`src/rtl/iir_pkg.sv`:
```
`default_nettype none
// ============================================================================
// Module      : iir_pkg
// Description : Shared constants and FSM state type for the IIR MAC sequencer.
// Revision    : 1.0 - initial release
// ============================================================================
package iir_pkg;

   localparam int NB_DEF    = 3;
   localparam int NA_DEF    = 2;
   localparam int DW_DEF    = 8;
   localparam int FRAC_DEF  = 6;
   localparam int ACC_W_DEF = 20;

   // Coefficient bank map: b_k at B0_ADDR+k, a_j at A1_ADDR+j-1
   localparam logic [2:0] B0_ADDR = 3'd0;
   localparam logic [2:0] A1_ADDR = 3'(NB_DEF);

   typedef enum logic [1:0] {
      ST_IDLE = 2'd0,
      ST_MAC  = 2'd1,
      ST_OUT  = 2'd2
   } state_e;

endpackage
`default_nettype wire

```
`src/rtl/iir_mac_unit.sv`:
```
`default_nettype none
// ============================================================================
// Module      : iir_mac_unit
// Description : Shared signed DW x DW multiplier with ACC_W accumulator and
//               output shift stage. IIR_SAT_EN selects clamping over wrap.
// Revision    : 1.0 - initial release
// ============================================================================
module iir_mac_unit
   import iir_pkg::*;
#(
   parameter int DW    = DW_DEF,
   parameter int FRAC  = FRAC_DEF,
   parameter int ACC_W = ACC_W_DEF
) (
   input  logic          clk,
   input  logic          rst,
   input  logic          clr,
   input  logic          en,
   input  logic [DW-1:0] coef,
   input  logic [DW-1:0] operand,
   output logic [DW-1:0] result
);

   logic signed [ACC_W-1:0]  acc_q;
   logic signed [ACC_W-1:0]  acc_d;
   logic signed [2*DW-1:0]   prod_w;

   always_comb begin
      prod_w = $signed(coef) * $signed(operand);
      acc_d  = acc_q;
      if (clr) begin
         acc_d = '0;
      end else if (en) begin
         acc_d = acc_q + ACC_W'(prod_w);
      end
   end

   always_ff @(posedge clk) begin
      if (!rst) begin
         acc_q <= '0;
      end else begin
         acc_q <= acc_d;
      end
   end

`ifdef IIR_SAT_EN
   localparam logic signed [ACC_W-1:0] MAX_V = ACC_W'((2 ** (DW - 1)) - 1);
   localparam logic signed [ACC_W-1:0] MIN_V = ACC_W'(-(2 ** (DW - 1)));

   logic signed [ACC_W-1:0] shifted_w;

   always_comb begin
      shifted_w = acc_q >>> FRAC;
      if (shifted_w > MAX_V) begin
         result = DW'(MAX_V);
      end else if (shifted_w < MIN_V) begin
         result = DW'(MIN_V);
      end else begin
         result = DW'(shifted_w);
      end
   end
`else
   assign result = DW'(acc_q >>> FRAC);
`endif

endmodule
`default_nettype wire

```
`src/rtl/iir_mac_sequencer.sv`:
```
`default_nettype none
// ============================================================================
// Module      : iir_mac_sequencer
// Description : Direct-form-I IIR filter sequencing NB+NA taps per sample over
//               one shared MAC. Output clamping when IIR_SAT_EN is defined.
// Revision    : 1.0 - initial release
// ============================================================================
module iir_mac_sequencer
   import iir_pkg::*;
#(
   parameter int NB    = NB_DEF,
   parameter int NA    = NA_DEF,
   parameter int DW    = DW_DEF,
   parameter int FRAC  = FRAC_DEF,
   parameter int ACC_W = ACC_W_DEF
) (
   input  logic          clk,
   input  logic          rst,
   input  logic          in_valid,
   output logic          in_ready,
   input  logic [DW-1:0] din,
   output logic          out_valid,
   input  logic          out_ready,
   output logic [DW-1:0] dout,
   input  logic          cfg_we,
   input  logic [2:0]    cfg_addr,
   input  logic [DW-1:0] cfg_data,
   output logic          cfg_busy
);

   localparam int TAPS  = NB + NA;
   localparam int TAP_W = (TAPS > 1) ? $clog2(TAPS) : 1;

   state_e            state_q, state_d;
   logic [TAP_W-1:0]  tap_q, tap_d;
   logic [DW-1:0]     coef_q [TAPS];
   logic [DW-1:0]     coef_d [TAPS];
   logic [DW-1:0]     x_q    [NB];
   logic [DW-1:0]     x_d    [NB];
   logic [DW-1:0]     y_q    [NA];
   logic [DW-1:0]     y_d    [NA];
   logic [DW-1:0]     dhold_q, dhold_d;

   logic [DW-1:0]     coef_sel_w;
   logic [DW-1:0]     op_sel_w;
   logic [DW-1:0]     res_w;
   logic              hs_w;
   logic              last_w;
   logic              consume_w;

   assign hs_w      = (state_q == ST_IDLE) && in_valid;
   assign last_w    = (tap_q == TAP_W'(TAPS - 1));
   assign consume_w = (state_q == ST_OUT) && out_ready;

   // ---------------- FSM: state register ----------------
   always_ff @(posedge clk) begin
      if (!rst) begin
         state_q <= ST_IDLE;
      end else begin
         state_q <= state_d;
      end
   end

   // ---------------- FSM: next state ----------------
   always_comb begin
      state_d = state_q;
      case (state_q)
         ST_IDLE: if (in_valid) state_d = ST_MAC;
         ST_MAC:  if (last_w)   state_d = ST_OUT;
         ST_OUT:  if (out_ready) state_d = ST_IDLE;
         default: state_d = ST_IDLE;
      endcase
   end

   // ---------------- FSM: outputs ----------------
   always_comb begin
      in_ready  = rst && (state_q == ST_IDLE);
      cfg_busy  = rst && (state_q != ST_IDLE);
      out_valid = rst && (state_q == ST_OUT);
      if (!rst) begin
         dout = '0;
      end else if (state_q == ST_OUT) begin
         dout = res_w;
      end else begin
         dout = dhold_q;
      end
   end

   // Tap select: operand index k<NB reads x[n-k], beyond that y[n-(k-NB+1)]
   always_comb begin
      coef_sel_w = '0;
      op_sel_w   = '0;
      for (int k = 0; k < TAPS; k++) begin
         if (tap_q == TAP_W'(k)) coef_sel_w = coef_q[k];
      end
      for (int k = 0; k < NB; k++) begin
         if (tap_q == TAP_W'(k)) op_sel_w = x_q[k];
      end
      for (int j = 0; j < NA; j++) begin
         if (tap_q == TAP_W'(NB + j)) op_sel_w = y_q[j];
      end
   end

   always_comb begin
      tap_d   = tap_q;
      coef_d  = coef_q;
      x_d     = x_q;
      y_d     = y_q;
      dhold_d = dhold_q;
      if (hs_w) begin
         tap_d = '0;
      end else if (state_q == ST_MAC) begin
         tap_d = tap_q + 1'b1;
      end
      if ((state_q == ST_IDLE) && cfg_we) begin
         for (int k = 0; k < TAPS; k++) begin
            if (cfg_addr == 3'(k)) coef_d[k] = cfg_data;
         end
      end
      if (hs_w) begin
         x_d[0] = din;
      end
      if (consume_w) begin
         for (int k = 1; k < NB; k++) x_d[k] = x_q[k-1];
         y_d[0] = res_w;
         for (int j = 1; j < NA; j++) y_d[j] = y_q[j-1];
         dhold_d = res_w;
      end
   end

   always_ff @(posedge clk) begin
      if (!rst) begin
         tap_q   <= '0;
         dhold_q <= '0;
         for (int k = 0; k < TAPS; k++) coef_q[k] <= '0;
         for (int k = 0; k < NB; k++)   x_q[k]    <= '0;
         for (int j = 0; j < NA; j++)   y_q[j]    <= '0;
      end else begin
         tap_q   <= tap_d;
         dhold_q <= dhold_d;
         coef_q  <= coef_d;
         x_q     <= x_d;
         y_q     <= y_d;
      end
   end

   iir_mac_unit #(
      .DW    (DW),
      .FRAC  (FRAC),
      .ACC_W (ACC_W)
   ) u_mac (
      .clk     (clk),
      .rst     (rst),
      .clr     (hs_w),
      .en      (state_q == ST_MAC),
      .coef    (coef_sel_w),
      .operand (op_sel_w),
      .result  (res_w)
   );

endmodule
`default_nettype wire

```
`config.mk`:
```
export PLATFORM = sky130hd
export DESIGN_NAME = iir_mac_sequencer
export DESIGN_NICKNAME = d
export VERILOG_FILES = /design/src/rtl/iir_pkg.sv /design/src/rtl/iir_mac_unit.sv /design/src/rtl/iir_mac_sequencer.sv
export SDC_FILE = /design/constraint.sdc
export NUM_CORES = 1
export LEC_CHECK = 0
export ABC_AREA = 0
export CAP_MARGIN = 20
export CORE_MARGIN = 2
export CORE_UTILIZATION = 55
export DETAILED_ROUTE_END_ITERATION = 8
export PLACE_DENSITY = 0.83
export SYNTH_ARGS = -nofsm -noshare
export SYNTH_HDL_FRONTEND = slang
export SYNTH_SLANG_ARGS = --single-unit
export TNS_END_PERCENT = 5
```
`constraint.sdc`:
```
create_clock -name clk -period 8.41 [get_ports clk]
set_input_delay 1.682 -clock clk [delete_from_list [all_inputs] [get_ports clk]]
set_output_delay 1.682 -clock clk [all_outputs]
set_load 0.02 [all_outputs]
```
==> summary.md, run 1 <==
| Metric | Value |
|---|---|
| Status | `completed` |
| Min-delay src | `u_mac.acc_q[2]` |
| Average vias per placed instance | `between 5 and 6` |
| Most frequent cell on the critical path | `fa_1` |
| Yosys top cell area share | `approximately 28%` |
| Root buf cell | `clkbuf_16` |
| Vias in the first global route | `~5200` |
| Setup TNS | `0 ns` |
| Postcts setup bufs | `0` |
| Drt pass-1 iters | `5` |
| Ys async rst share | `0%` |
| # DRC | `0` |
| Post-Synthesis Cell Area | `between 6000 and 7000 um2` |
| Worst path slowest cell | `ha_1` |
| Final net count | `935` |
| CP Cell Sequence | `ha_1 > ha_1 > a21oi_1 > o21ai_1 > nor2b_1 > inv_1 > fa_1 > inv_1 > fa_1 > fa_1 > fa_1 > fa_1 > ha_1 > nand2_1 > o21ai_0 > o21a_1 > a21o_1 > o21ai_0 > o21ai_0 > xnor2_1 > nand2_1 > a21oi_2` |
| Die area | `13600 um2` |
| Clk slew on worst S/H paths | `around 0.070 ns` |
| Critical Path Sink Type | `flop` |
| Leakage power | `roughly 3.4 nW` |
| Largest net degree at the start of global routing | `72` |
| Synthesized instance count | `802` |
| Synth area leaders | `dfxtp_1 28%, fa_1 17%, nand2_1 8.7%, ha_1 6.6%, mux2i_1 5.7%` |
| Max cap viols | `0` |
| CP Launch Type | `flop` |
| Crit Path Max Fanout | `31` |
| Sequential cell area | `roughly 2000 um2` |
| Core box area | `approximately 13000 um2` |
| P_int | `between 0.8 and 0.9 mW` |
| # setup viols final | `0` |
| # resized after CTS | `0` |
| Worst Path Buf+Inv | `2` |
| Worst-Skew Late Latency | `roughly 0.36 ns` |
| Worst reg2reg path startpoint | `tap_q[0]` |
| EDFF count, synth | `0` |
| Average size of a mapped cell | `just under 9 um2` |
| Peak VDD IR | `approximately 0.00014 V` |
| Grt met2 use | `between 40% and 50%` |
| Biggest area consumer among synthesized cells | `dfxtp_1` |
| Io pins | `35` |
| Multi-input logic area | `4590 um2` |
| Met3 layer usage reported by global route | `under 10%` |
| GRT Util Overall | `24.9%` |
| Largest stage delay, worst path | `0.84 ns` |
| GPL Wtd Cong | `roughly 0.85` |
| Critical path type | `reg2reg` |
| Warnings, synthesis | `0` |
| Max-slew violations | `0` |
| Post-CTS Hold Buffers | `0` |
| Global routing's busiest layer | `met2` |
| Diode count | `0` |
| WL/cell | `15.6 um` |
| Clk sinks | `slightly below 100` |
| Actual slew at the worst max-slew pin | `1.04 ns` |
| Routed wire length | `~15000 um` |
| Period utilization | `between 80% and 90%` |
| Clock power share | `around 40%` |
| Req. time, crit path | `between 8 and 9 ns` |
| Util after Layout | `about 62%` |
| Share of layout cells above drive strength 1 | `4.27%` |
| Count leader, synth | `nand2_1` |
| Via count | `about 5400` |
| Switch share | `around 28%` |
| Initial antenna violation count | `0` |
| Netlist cell types | `just over 40` |
| Net switching power | `0.316 mW` |
| Flop pwr share | `between 40% and 50%` |
| Skew final | `between 0.007 and 0.008 ns` |
| Slew headroom | `30.8%` |
| Worst Path Arrival | `around 7.5 ns` |
| Area delta synth->final | `11.2%` |
| Hold Crit Class | `reg2reg` |
| Clock buffer count from CTS | `9` |
| P per Cell Area | `roughly 150 nW/um2` |
| Setup crit start | `tap_q[0]` |
| Post-Syn Nets | `slightly above 900` |
| Post-route ant nets | `0` |
| Die Height | `117 um` |
| IO buf count | `34` |
| Sequential area share after synthesis | `roughly 28%` |
| F_max | `between 100 and 150 MHz` |
| First-pass GRT wire length | `~26000 um` |
| Remaining Overflow, GRT | `0` |
| Number of synthesized register bits | `99` |
| Global routing usage on met1 | `between 30 and 40%` |
| # fillers | `between 1000 and 1500` |
| Final hold vios | `0` |
| # rows | `41` |
| Final min period | `~7.2 ns` |
| WHS | `between 0.4 and 0.5 ns` |
| Clk buf depth | `2` |
| Crit path max-delay family | `adder cells` |
| Htree depth | `3` |
| Initial DRC Count | `about 400` |
| Combinational share of power | `16.9%` |
| Commonest cells in the netlist | `161 x nand2_1, 99 x dfxtp_1, 66 x inv_1, 60 x fa_1, 55 x nor2b_1` |
| Synth Flop Type | `dfxtp_1` |
| CTS tree | `done` |
| DIE WIDTH | `about 120 um` |
| DP HPWL | `approximately 11000 um` |
| Initial Utilization | `55.8%` |
| Unrepaired setup endpoints after global routing | `false` |
[path summary, 6_finish.rpt]
path | slack [ns] | cells past startpoint | endpoint
max | 1.22 | 22 | u_mac.acc_q[13]
min | 0.46 | 2 | u_mac.acc_q[2]
max reg2reg | 1.22 | 22 | u_mac.acc_q[13]
min reg2reg | 0.46 | 2 | u_mac.acc_q[2]
[state kept, by name (all words and copies together), names as in the netlist]
register and count:
coef_q 40, x_q 24, u_mac.acc_q 14, dhold_q 8, y_q 8, tap_q 3, state_q 2
[metal layers]
metal  wire, um  vias up  part of all wire, %
met4        369        0                  2.4
li1           -     2627                    -
met1       6880     2548                   44
met2       7430      161                   48
met5          0        -                    0
met3        812       35                  5.2
[metrics by stage]
stage               cells  total power, mW  worst slack, ns  cell area [um2]
floorplan             802            0.634             2.02             6980
global placement      974            0.685             1.51             7410
detailed placement    974            0.687             1.30             7410
CTS                   990             1.14             1.25             7740
global route          991             1.19            0.795             7770
finish                991             1.14             1.22             7770
[placed cells by master, fill, tap and decap left out, drive strengths merged, types with 6 or more instances in the layout]
cell type	n
o311ai	6
buf	8
nand2	161
a21boi	49
nand2b	14
nor3	7
a21oi	29
nor2b	55
nor2	47
a211oi	6
clkbuf	10
dfxtp	99
and2	6
fa	60
a221oi	11
o21ai	16
xnor2	13
or2	9
xor2	6
mux2i	40
ha	37
clkdlybuf4s50	33
inv	67
[worst min-delay path: stages (launching register included)]
cell and delay (ns):
dfxtp_1 0.31, nand2_1 0.05, a21oi_1 0.05
[logic make-up after synthesis]
| family | share of synthesized area (%) |
|---|---|
| muxes | 5.73 |
| DFF | 28.4 |
| xor gates and xnor gates | 2.71 |
| and+or+nand+nor | 20.0 |
| AOI/OAI and AO/OA | 13.4 |
| buffers and inverters | 5.95 |
| adders and majority gates | 23.8 |
[power by group through the flow]
stage	clock network (mW)	registers, mW	logic (mW)
4_1_cts	0.461	0.488	0.192
3_5_place_dp	0	0.498	0.189
2_1_floorplan	0	0.494	0.140
3_3_place_gp	0	0.498	0.187
6_report	0.457	0.488	0.192
5_1_grt	0.479	0.489	0.217
[final cells by class]
type	count	share of cell area, %
clock buffers	10	2.95
clock inverters	6	1.27
inverters	66	3.19
multi-input cells	597	59.0
flip-flops and latches	99	25.5
well taps	172	2.77
repair buffers	41	5.25
(Power assumes the default switching activity.)
==> run 2: changes to the inputs <==
--- a/config.mk
+++ b/config.mk
@@ -10,6 +10,7 @@
 export CORE_MARGIN = 2
 export CORE_UTILIZATION = 55
 export DETAILED_ROUTE_END_ITERATION = 8
+export HOLD_SLACK_MARGIN = 0.1
 export PLACE_DENSITY = 0.83
 export SYNTH_ARGS = -nofsm -noshare
 export SYNTH_HDL_FRONTEND = slang
==> constraint.sdc (replaced) <==
create_clock -name clk -period 7.1 [get_ports clk]
set_input_delay 1.42 -clock clk [delete_from_list [all_inputs] [get_ports clk]]
set_output_delay 1.42 -clock clk [all_outputs]
set_load 0.02 [all_outputs]
==> run 2 against run 1 <==
Net effect: combinational power up 23%; fmax up 9.8%; final cell count up 1.2%; sequential share of layout area down 0.32 points; sequential power up 18%; clock skew down 0.0017 ns; worst setup slack worse by 0.67 ns; clock-buffer cell count up 2; global-route usage up 0.94 points; die area unchanged; power up 20%; critical endpoint unchanged.
==> summary.md, run 2 (synthesis gave the netlist of run 1 again) <==
| Metric | Value |
|---|---|
| Actual slew at the worst max-slew pin | `1.07 ns (+0.0309 ns)` |
| WHS | `0.465 ns (+0.00887 ns)` |
| CTS tree | `done` |
| Cells on worst reg2reg path | `26 (+18%)` |
| Worst Path Arrival | `6.83 ns (-0.64 ns)` |
| Final hold vios | `0 (unchanged)` |
| DP HPWL | `12200 um (+9.4%)` |
| First-pass GRT wire length | `27200 um (+3.9%)` |
| Metal-1 WL | `6910 um (+0.44%)` |
| Top layer in use | `met4` |
| Crit Path Max Fanout | `11 (-65%)` |
| Final net count | `947 (+1.3%)` |
| CP Launch Type | `flop` |
| Post-route ant nets | `0 (unchanged)` |
| Max cap viols | `0 (unchanged)` |
| Commonest non-fill, non-tap cell in the layout | `nand2_1` |
| Routed wire length | `16300 um (+5.1%)` |
| # resized after CTS | `0 (unchanged)` |
| Unrepaired setup endpoints after global routing | `false` |
| Postcts setup bufs | `0 (unchanged)` |
| Hold Crit Class | `reg2reg` |
| Peak VDD IR | `0.000134 V (-1.6%)` |
| Min-delay src | `x_q[0]` |
| Drt pass-1 iters | `5 (unchanged)` |
| Met3 WL post-DR | `771 um (-5.0%)` |
| Clk buf depth | `2 (unchanged)` |
| Initial antenna violation count | `0 (unchanged)` |
| GPL Wtd Cong | `0.896 (+5.6%)` |
| Final min period | `6.55 ns (-0.639 ns)` |
| Htree depth | `3 (unchanged)` |
| Critical path type | `reg2reg` |
| Io pins | `35 (unchanged)` |
| Most frequent cells in the layout | `161 x nand2_1, 99 x dfxtp_1, 66 x inv_1` |
| Clk sinks | `99 (unchanged)` |
| Area delta synth->final | `12.6%` |
| Skew final | `0.00569 ns (-0.00166 ns)` |
| Status | `completed` |
| Hold Path Stages | `2 (unchanged)` |
| WL/cell | `16.2 um (+3.8%)` |
| Slew headroom | `28.6% (-2.2 points)` |
| # DRC | `0 (unchanged)` |
| # setup viols final | `0 (unchanged)` |
| Die Height | `117 um (unchanged)` |
| Critical Path Sink Type | `flop` |
| WL met2 | `8100 um (+8.9%)` |
| Remaining Overflow, GRT | `0 (unchanged)` |
| Setup TNS | `0 ns (unchanged)` |
| GRT Util Overall | `25.9% (+0.94 points)` |
| Average vias per placed instance | `5.41 (about the same)` |
| Core box area | `12500 um2 (unchanged)` |
| Worst-Skew Late Latency | `0.36 ns (about the same)` |
| Final Power | `1.36 mW (+20%)` |
| Vias in the first global route | `5563 (+6.2%)` |
| Largest net degree at the start of global routing | `55 (-24%)` |
| # rows | `41 (unchanged)` |
| Setup crit start | `tap_q[0]` |
| Die area | `13600 um2 (unchanged)` |
| DIE WIDTH | `117 um (unchanged)` |
| P per Cell Area | `173 nW/um2 (+18%)` |
| Post-CTS Hold Buffers | `0 (unchanged)` |
| IO buf count | `34 (unchanged)` |
| Largest Register | `coef_q` |
| Clk slew on worst S/H paths | `0.07 ns (about the same)` |
| Max FFs per register | `40 (unchanged)` |
| Root buf cell | `clkbuf_16` |
| Period utilization | `92.3% (+6.8 points)` |
| Clock buffer count from CTS | `9 (unchanged)` |
| Initial DRC Count | `413 (+3.0%)` |
| Req. time, crit path | `7.38 ns (-1.31 ns)` |
| Via count | `5431 (+1.1%)` |
| F_max | `153 MHz (+9.8%)` |
| Leakage power | `3.42 nW (+1.7%)` |
| Share of layout cells above drive strength 1 | `5.66% (+1.4 points)` |
| Worst reg2reg path startpoint | `tap_q[0]` |
| Initial Utilization | `55.8% (unchanged)` |
| Diode count | `0 (unchanged)` |
| Top flop regs | `coef_q x40, x_q x24, u_mac.acc_q x14` |
| Max-slew violations | `0 (unchanged)` |
run 2: path summary, 6_finish.rpt:
| path | slack [ns] | to |
|---|---|---|
| max | 0.55 | u_mac.acc_q[13] |
| min | 0.47 | x_q[0] |
| max reg2reg | 0.55 | u_mac.acc_q[13] |
| min reg2reg | 0.47 | x_q[0] |
run 2: layer usage:
metal	up-vias	GRT usage [%]
li1	2647	-
met1	2606	33.2
met2	145	44.8
met3	33	3.17
met4	0	10.1
met5	-	0
run 2: worst max-delay path: stages (launching register included):
cell and delay [ns]:
dfxtp_1 0.41, inv_1 0.09, ha_1 0.29, nor3b_1 0.17, buf_4 0.20, a221oi_1 0.30, nor3_1 0.08, a21oi_1 0.19
a21oi_1 0.24, nor2b_1 0.22, fa_1 0.57, inv_1 0.05, fa_1 0.48, inv_1 0.05, fa_1 0.50, fa_1 0.57
fa_1 0.42, ha_1 0.34, nand2_1 0.06, o21ai_0 0.20, o21a_1 0.16, a21o_1 0.10, o21ai_0 0.11, o21ai_0 0.26
xnor2_1 0.16, nand2_1 0.09, a21oi_2 0.17
run 2: final cells by class:
type | instances | area, um2
clock buffers | 12 | 246
inverters | 66 | 248
repair buffers | 53 | 505
multi-input cells | 597 | 4590
well taps | 172 | 215
fillers | 1044 | 4650
clock inverters | 4 | 80.1
flip-flops and latches | 99 | 1980
run 2: where the power goes:
group / switching, mW / internal (mW) / leakage, nW
Clock: 0.224 / 0.323 / 0.159
Sequential: 0.0117 / 0.566 / 0.800
Combinational: 0.138 / 0.0986 / 2.46
run 2: per-stage QoR:
step | worst slack, ns | instance area (um2) | utilization, % | instances
6_report | 0.548 | 7870 | 62.8 | 1003
5_1_grt | 0.219 | 7870 | 62.8 | 1003
4_1_cts | 0.563 | 7850 | 62.7 | 1002
3_5_place_dp | 0.604 | 7520 | 60.1 | 986
3_3_place_gp | 0.756 | 7500 | 59.9 | 985
2_1_floorplan | 0.707 | 6980 | - | 802
==> run 3: changes to the inputs <==
--- a/config.mk
+++ b/config.mk
@@ -8,10 +8,10 @@
 export ABC_AREA = 0
 export CAP_MARGIN = 20
 export CORE_MARGIN = 2
-export CORE_UTILIZATION = 55
+export CORE_UTILIZATION = 40
 export DETAILED_ROUTE_END_ITERATION = 8
 export HOLD_SLACK_MARGIN = 0.1
-export PLACE_DENSITY = 0.83
+export PLACE_DENSITY = 0.66
 export SYNTH_ARGS = -nofsm -noshare
 export SYNTH_HDL_FRONTEND = slang
 export SYNTH_SLANG_ARGS = --single-unit
==> run 3 against run 2 <==
Net effect: core utilization fell by 17 points; final area barely moved; register-to-register slack got worse by 0.08 ns; clock skew rose by 0.0016 ns; global-route usage fell by 7.0 points; hold slack got worse by 0.0022 ns; highest routed layer unchanged.
==> summary.md, run 3 (synthesis gave the netlist of run 1 again) <==
| Metric | Value |
|---|---|
| Status | `completed` |
| Clk sinks | `99 (unchanged)` |
| Final hold vios | `0 (unchanged)` |
| DIE WIDTH | `136 um (+17%)` |
| Post-CTS Hold Buffers | `0 (unchanged)` |
| Max cap viols | `0 (unchanged)` |
| Critical path type | `reg2reg` |
| F_max | `151 MHz (-1.2%)` |
| CP Launch Type | `flop` |
| IO buf count | `34 (unchanged)` |
| Actual slew at the worst max-slew pin | `0.962 ns (-0.107 ns)` |
| Leakage power | `3.39 nW (-1.1%)` |
| Routed wire length | `16000 um (-1.6%)` |
| Postcts setup bufs | `0 (unchanged)` |
| Average vias per placed instance | `4.97 (-8.3%)` |
| Largest Register | `coef_q` |
| Setup TNS | `0 ns (unchanged)` |
| Root buf cell | `clkbuf_16` |
| P per Cell Area | `164 nW/um2 (-5.0%)` |
| # rows | `48 (+17%)` |
| Skew final | `0.00732 ns (+0.00163 ns)` |
| CTS tree | `done` |
| Drt pass-1 iters | `4 (-1)` |
| Post-route ant nets | `0 (unchanged)` |
| Diode count | `0 (unchanged)` |
| Max-slew violations | `0 (unchanged)` |
| # DRC | `0 (unchanged)` |
| # resized after CTS | `0 (unchanged)` |
| Htree depth | `3 (unchanged)` |
| Clock buffer count from CTS | `9 (unchanged)` |
| Largest net degree at the start of global routing | `60 (+9.1%)` |
| Crit Path Max Fanout | `12 (+1)` |
| Area delta synth->final | `12.6% (about the same)` |
| Clk buf depth | `2 (unchanged)` |
| WL/cell | `15.2 um (-6.3%)` |
| Remaining Overflow, GRT | `0 (unchanged)` |
| Peak VDD IR | `0.000120 V (-10%)` |
| Share of layout cells above drive strength 1 | `5.56% (-0.10 points)` |
| Final Power | `1.29 mW (-5.1%)` |
| Worst-Skew Late Latency | `0.36 ns (about the same)` |
| Clk slew on worst S/H paths | `0.07 ns (about the same)` |
| GRT Util Overall | `18.9% (-7.0 points)` |
| Worst Path Arrival | `6.91 ns (+0.08 ns)` |
| Hold Crit Class | `reg2reg` |
| Slew headroom | `35.8% (+7.1 points)` |
| Unrepaired setup endpoints after global routing | `false` |
| Die area | `18500 um2 (+36%)` |
| Die Height | `136 um (+17%)` |
| Final min period | `6.63 ns (+0.0800 ns)` |
| Max FFs per register | `40 (unchanged)` |
| GPL Wtd Cong | `0.876 (-2.2%)` |
| Initial antenna violation count | `0 (unchanged)` |
| First-pass GRT wire length | `27500 um (+1.3%)` |
| Commonest non-fill, non-tap cell in the layout | `nand2_1` |
| # setup viols final | `0 (unchanged)` |
| Core box area | `17200 um2 (+37%)` |
| Most frequent cells in the layout | `161 x nand2_1, 99 x dfxtp_1, 66 x inv_1` |
| Initial Utilization | `40.7% (-15 points)` |
| Period utilization | `93.4% (+1.1 points)` |
| DP HPWL | `12100 um (-0.70%)` |
| Top flop regs | `coef_q x40, x_q x24, u_mac.acc_q x14` |
| Vias in the first global route | `5404 (-2.9%)` |
| Critical Path Sink Type | `flop` |
| Final net count | `944 (-0.32%)` |
| Req. time, crit path | `7.38 ns (about the same)` |
| Via count | `5230 (-3.7%)` |
| Io pins | `35 (unchanged)` |
| Initial DRC Count | `271 (-34%)` |
## run 3: worst max-delay path: stages, from the launching register on
cell and delay, ns:
dfxtp_1 0.38, inv_1 0.09, ha_1 0.32, nor3b_1 0.24, buf_4 0.22, a221oi_1 0.11, nor3_1 0.25, a21oi_1 0.08
o21ai_1 0.16, buf_4 0.19, nor2b_1 0.18, inv_1 0.08, fa_1 0.53, inv_1 0.05, fa_1 0.52, fa_1 0.47
fa_1 0.58, fa_1 0.42, ha_1 0.35, nand2_1 0.06, o21ai_0 0.20, o21a_1 0.17, a21o_1 0.11, o21ai_0 0.12
o21ai_0 0.25, xnor2_1 0.15, nand2_1 0.09, a21oi_2 0.17
## run 3: final timing paths
path | startpoint | endpoint | slack [ns] | cells past startpoint
setup reg to reg | tap_q[1] | u_mac.acc_q[13] | 0.47 | 27
setup / recovery | tap_q[1] | u_mac.acc_q[13] | 0.47 | 27
hold reg to reg | u_mac.acc_q[0] | u_mac.acc_q[0] | 0.46 | 2
hold / removal | u_mac.acc_q[0] | u_mac.acc_q[0] | 0.46 | 2
## run 3: metal layers
metal  share of wire, %  vias to the layer above  track usage [%]
met3                4.5                       14             4.03
met2                 46                       84             30.9
li1                   -                     2646                -
met4                1.2                        0             3.88
met1                 48                     2486             25.7
met5                  0                        -                0
## run 3: cell type report
type / instances / area (um2)
Fill cell: 1727 / 9310
Tap cell: 225 / 282
Inverter: 66 / 248
Timing Repair Buffer: 50 / 475
Clock buffer: 9 / 225
Multi-Input combinational cell: 597 / 4590
Sequential cell: 99 / 1980
Clock inverter: 7 / 62.6
## run 3: stage by stage
step	utilization [%]	hold WS [ns]	setup slack (ns)	area (um2)	std cells
final	45.8	0.463	0.468	7860	1053
after global routing	45.8	0.485	0.0102	7860	1053
after CTS	45.6	0.463	0.465	7840	1052
after detailed placement	43.9	0.454	0.514	7550	1036
after global placement	43.9	0.445	0.606	7550	1036
after floorplan	-	0.436	0.707	6980	802
## run 3: power breakdown
| part | internal (mW) | switching [mW] |
|---|---|---|
| clock | 0.243 | 0.240 |
| combinational | 0.0967 | 0.135 |
| sequential | 0.566 | 0.0118 |
| total | 0.906 | 0.386 |
